[config.mk]
export PLATFORM = sky130hd
export DESIGN_NAME = sad_image_loader
export DESIGN_NICKNAME = d
export VERILOG_FILES = /design/src/rtl/sad_image_loader.sv
export SDC_FILE = /design/constraint.sdc
export NUM_CORES = 1
export LEC_CHECK = 0
export ABC_AREA = 1
export BUFFER_PORTS_ARGS = -buffer_cell sky130_fd_sc_hd__buf_2
export CORE_MARGIN = 1
export CORE_UTILIZATION = 53
export DETAILED_ROUTE_END_ITERATION = 16
export PLACE_DENSITY = 0.78
export SLEW_MARGIN = 20
export SYNTH_ARGS = -nofsm -noshare
export SYNTH_HDL_FRONTEND = slang
export SYNTH_SLANG_ARGS = --single-unit
[constraint.sdc]
create_clock -name clock -period 2.62 [get_ports clock]
set_input_delay 0.524 -clock clock [delete_from_list [all_inputs] [get_ports clock]]
set_output_delay 0.524 -clock clock [all_outputs]
set_load 0.1 [all_outputs]
[src/rtl/sad_image_loader.sv]
// sad_image_loader
// Streams UART pixel bytes into the search-image RAM in raster order.
// A frame load starts (or restarts) on UARTstart. The block raises
// FIFOready once the last pixel is written. It flags loadError when the
// gap between bytes grows too long. It keeps a 16-bit running byte sum of
// the bytes accepted so the host can check the frame.
module sad_image_loader #(
   parameter int IMG_ROWS       = 480,
   parameter int IMG_COLS       = 40,
   parameter int TIMEOUT_CYCLES = 10000000
) (
   input  logic        clock,
   input  logic        reset,
   input  logic        UARTstart,
   input  logic        rxValid,
   input  logic [7:0]  rxData,
   output logic        ramWriteEnable,
   output logic [8:0]  ramWriteRow,
   output logic [5:0]  ramWriteCol,
   output logic [7:0]  ramWriteData,
   output logic        FIFOready,
   output logic        loadError,
   output logic        busy,
   output logic [15:0] checksum
);

   // Last valid counter values, at full counter width.
   localparam logic [8:0]  ROW_LAST = 9'(IMG_ROWS - 1);
   localparam logic [5:0]  COL_LAST = 6'(IMG_COLS - 1);
   localparam logic [23:0] GAP_LAST = 24'(TIMEOUT_CYCLES - 1);

   typedef enum logic [1:0] {
      S_IDLE  = 2'd0,
      S_LOAD  = 2'd1,
      S_DONE  = 2'd2,
      S_ERROR = 2'd3
   } state_t;

   state_t       state_q, state_d;
   logic [8:0]   row_q, row_d;
   logic [5:0]   col_q, col_d;
   logic [23:0]  gap_q, gap_d;
   logic [15:0]  checksum_q, checksum_d;
   logic         we_q, we_d;
   logic [8:0]   wr_row_q, wr_row_d;
   logic [5:0]   wr_col_q, wr_col_d;
   logic [7:0]   wr_data_q, wr_data_d;
   logic         fifo_ready_q, fifo_ready_d;
   logic         load_error_q, load_error_d;
   logic         busy_q, busy_d;

   // Next-state, address advance, checksum and timeout decisions.
   always_comb begin
      state_d      = state_q;
      row_d        = row_q;
      col_d        = col_q;
      gap_d        = gap_q;
      checksum_d   = checksum_q;
      we_d         = 1'b0;
      wr_row_d     = wr_row_q;
      wr_col_d     = wr_col_q;
      wr_data_d    = wr_data_q;
      fifo_ready_d = fifo_ready_q;
      load_error_d = load_error_q;

      if (UARTstart) begin
         // Start always wins, even over a byte arriving in the same cycle.
         state_d      = S_LOAD;
         row_d        = 9'd0;
         col_d        = 6'd0;
         gap_d        = 24'd0;
         checksum_d   = 16'd0;
         fifo_ready_d = 1'b0;
         load_error_d = 1'b0;
      end else begin
         case (state_q)
            S_LOAD: begin
               if (rxValid) begin
                  we_d       = 1'b1;
                  wr_row_d   = row_q;
                  wr_col_d   = col_q;
                  wr_data_d  = rxData;
                  checksum_d = checksum_q + {8'd0, rxData};
                  gap_d      = 24'd0;
                  if ((row_q == ROW_LAST) && (col_q == COL_LAST)) begin
                     // Counters hold at the last address while DONE.
                     state_d      = S_DONE;
                     fifo_ready_d = 1'b1;
                  end else if (col_q == COL_LAST) begin
                     col_d = 6'd0;
                     row_d = row_q + 9'd1;
                  end else begin
                     col_d = col_q + 6'd1;
                  end
               end else if (gap_q == GAP_LAST) begin
                  state_d      = S_ERROR;
                  load_error_d = 1'b1;
               end else begin
                  gap_d = gap_q + 24'd1;
               end
            end
            S_IDLE, S_DONE, S_ERROR: begin
               // Bytes are ignored here; only UARTstart leaves these states.
               state_d = state_q;
            end
            default: begin
               state_d = S_IDLE;
            end
         endcase
      end

      busy_d = (state_d == S_LOAD);
   end

   // State and output registers; reset clears everything at once.
   always_ff @(posedge clock or posedge reset) begin
      if (reset) begin
         state_q      <= S_IDLE;
         row_q        <= 9'd0;
         col_q        <= 6'd0;
         gap_q        <= 24'd0;
         checksum_q   <= 16'd0;
         we_q         <= 1'b0;
         wr_row_q     <= 9'd0;
         wr_col_q     <= 6'd0;
         wr_data_q    <= 8'd0;
         fifo_ready_q <= 1'b0;
         load_error_q <= 1'b0;
         busy_q       <= 1'b0;
      end else begin
         state_q      <= state_d;
         row_q        <= row_d;
         col_q        <= col_d;
         gap_q        <= gap_d;
         checksum_q   <= checksum_d;
         we_q         <= we_d;
         wr_row_q     <= wr_row_d;
         wr_col_q     <= wr_col_d;
         wr_data_q    <= wr_data_d;
         fifo_ready_q <= fifo_ready_d;
         load_error_q <= load_error_d;
         busy_q       <= busy_d;
      end
   end

   assign ramWriteEnable = we_q;
   assign ramWriteRow    = wr_row_q;
   assign ramWriteCol    = wr_col_q;
   assign ramWriteData   = wr_data_q;
   assign FIFOready      = fifo_ready_q;
   assign loadError      = load_error_q;
   assign busy           = busy_q;
   assign checksum       = checksum_q;

endmodule

==> summary.md <==
| Metric | Value |
|---|---|
| Nets | 761 |
| CTS Root Cell | clkbuf_8 |
| Most used DFF post-synth | dfrtp_1 |
| Reg area | 2100 sq um |
| Total grt overflow | 0 |
| Top post-synthesis cells by area | dfrtp_1 (42%), nand2_1 (15%), nand3_1 (6.5%) |
| Worst Skew | 14.6 ps |
| Resized Gates After CTS | 0 |
| Wire per inst | 13.9 um |
| Max-slew violations | 0 |
| EDFF count, synth | 0 |
| Reg2reg setup slack | 530 ps |
| Rows | 34 |
| Avg Synthesized Cell Area | 7.28 sq um |
| Drt first pass iters | 7 |
| Post-synth top area share | 42.3% |
| Setup TNS | 0 ps |
| Core Region | 8890 sq um |
| Clock share of power | 32.3% |
| Setup violators final | 0 |
| Sw Share | 37.7% |
| HPWL Detailed | 8450 um |
| Drt initial violations | 314 |
| Most frequent cell after synthesis | nand2_1 |
| Fillcell total | 765 |
| Post-CTS Hold Fix Bufs | 0 |
| Lkg Pwr | 0.00266 uW |
| RSZ-0062 raised after global routing | false |
| Area delta synth->final | 11.7% |
| Required time of the worst setup path | 2870 ps |
| Synth Register Bits | 84 |
| Initial antenna violation count | 0 |
| DRC errors left | 0 |
| CP arrival | 2340 ps |
| GP Congestion | 0.976 |
| Clk sinks | 84 |
| FMAX | 478 MHz |
| Asr flop ratio synth | 100% |
| Max-cap violations | 0 |
| Die width | 98.9 um |
| Clock Pin Slew Worst Setup and Hold Paths | 90 ps |
| Syn_nets | 707 |
| Outcome | finished, final reports clean |
| Final hold vios | 0 |
| Drt total wl | 11800 um |
| Least-Margin Pin Slew | 489 ps |
| Sequential area share after synthesis | 42.3% |
| CTS tree | done |
| Worst vdd ir | 486 uV |
| Sw Pwr | 1250 uW |
| Ports | 55 |
| Unique masters post-synth | 38 |
| DR vias | 4650 |
| Global-route wire length before repair | 20100 um |
| Initial core utilization | 55.9% |
| Layout cell share with drive strength beyond 1 | 15.0% |
| Cell Int Power | 2060 uW |
| Antenna-violating nets left | 0 |
| CTS buffer count | 9 |
| Die area | 9770 sq um |
| Number of post-CTS setup repair buffers | 0 |
| Number of H-tree levels | 3 |
| Die height | 98.9 um |
| Mapped Area | 4970 sq um |
| Tot GR Track Use | 25.7% |
| PortBufs | 54 |
| CTS Buffer Depth | 2 |
| Clock Latency Late Sink | 350 ps |
| Synth Warn # | 0 |
| Sequential share of power | 42.8% |
| Worst setup EP type | flop |
| Power Dens Cells | 597 nW/um^2 |
| Final period util | 79.8% |
| Comb pwr share | 24.9% |
| CP Class | reg -> reg |
| Vias in the first global route | 4369 |
| DR vias/cell | 5.47 |
| WHS | 178 ps |
| CP max FO | 7 |
| Period minus WS final | 2090 ps |
| Largest net degree at the start of global routing | 67 |
| # diodes | 0 |
| Multi-input logic area | 2480 sq um |
| Area leader, netlist | dfrtp_1 |
| Relative slew slack | 67.1% |
| Most frequent cells after synthesis | nand2_1 (205), dfrtp_1 (84), nor2_1 (84), inv_1 (65), nand3_1 (65) |
| Synthesized instance count | 683 |
| CP startpoint kind | flop |
| HP Class | in -> async |
==> flip-flops by register name, summed over array words and instances, names as in the netlist <==
name            flops
gap_q              24
checksum           16
ramWriteRow         9
row_q               9
ramWriteData        8
col_q               6
ramWriteCol         6
state_q             2
FIFOready           1
busy                1
loadError           1
ramWriteEnable      1
==> power by group through the flow <==
stage	logic, uW	registers (uW)	clock network, uW
finish	826	1420	1070
global placement	812	1440	0
floorplan	261	1850	0
detailed placement	826	1440	0
CTS	828	1420	1090
global route	881	1430	1140
==> routing by layer <==
| layer | vias up | GRT usage (%) | wire length, um |
|---|---|---|---|
| met5 | - | 0 | 0 |
| met4 | 0 | 9.18 | 231 |
| met3 | 19 | 3.69 | 582 |
| met2 | 144 | 44.0 | 5740 |
| met1 | 2185 | 33.2 | 5220 |
| li1 | 2302 | - | - |
==> through the flow <==
stage          instance area (sq um)  util, %  total power (uW)  worst slack (ps)  instances
2_1_floorplan                   4980        -              2110               136        683
3_3_place_gp                    5330     59.9              2250               455        834
3_5_place_dp                    5330     59.9              2270               365        834
4_1_cts                         5560     62.5              3340               552        850
5_1_grt                         5560     62.5              3450               341        850
6_report                        5560     62.5              3310               528        850
==> final timing paths <==
kind	startpoint	cells past startpoint	end
hold reg to reg	ramWriteData[2]	2	ramWriteData[2]
hold / removal	reset	2	ramWriteData[3]
max in group asynchronous	reset	3	gap_q[2]
min in group clock	rxData[0]	3	ramWriteData[0]
setup reg to reg	checksum[0]	9	checksum[14]
setup / recovery	checksum[0]	9	checksum[14]
==> critical path, cell delays in order, from the launching register on <==
cell and delay [ps]:
dfrtp_1 390, ha_1 180, inv_1 60, fa_1 400
o21ai_0 300, nand2_1 90, nand2_1 230, nand3_1 160
nor2_1 130, nor2_1 60
==> cell usage in the layout (no fill, tap or decap), types with 2 or more instances in the layout <==
master / n
nand2_1: 205
dfrtp_1: 84
nor2_1: 84
nand3_1: 65
inv_1: 64
buf_2: 54
o21ai_0: 42
a21oi_1: 17
nor3_1: 13
o21ai_2: 12
xor2_1: 12
ha_1: 11
nand4_1: 9
clkbuf_8: 9
buf_4: 7
o21ai_1: 6
nand2_2: 5
nor2_2: 4
inv_2: 4
nand3_2: 3
nand3b_1: 3
nor4_1: 3
inv_6: 3
a21o_1: 2
nand2_4: 2
bufinv_16: 2
==> final cells by class <==
cell class              instances  area share, %
multi-input cells             510           44.7
repair buffers                 62           6.17
well taps                     108           2.43
flip-flops and latches         84           37.8
clock buffers                   9           2.23
inverters                      70           4.80
clock inverters                 7           1.85
==> kinds of logic after synthesis <==
family	count (synthesis)	share of synthesized area, %
and+or+nand+nor	399	34.3
buffers and inverters	89	7.80
AOI/OAI and AO/OA	87	10.3
DFF	84	42.3
xor gates and xnor gates	12	2.11
adders and majority gates	12	3.17
Note: power is estimated with default switching activity, not from simulation.
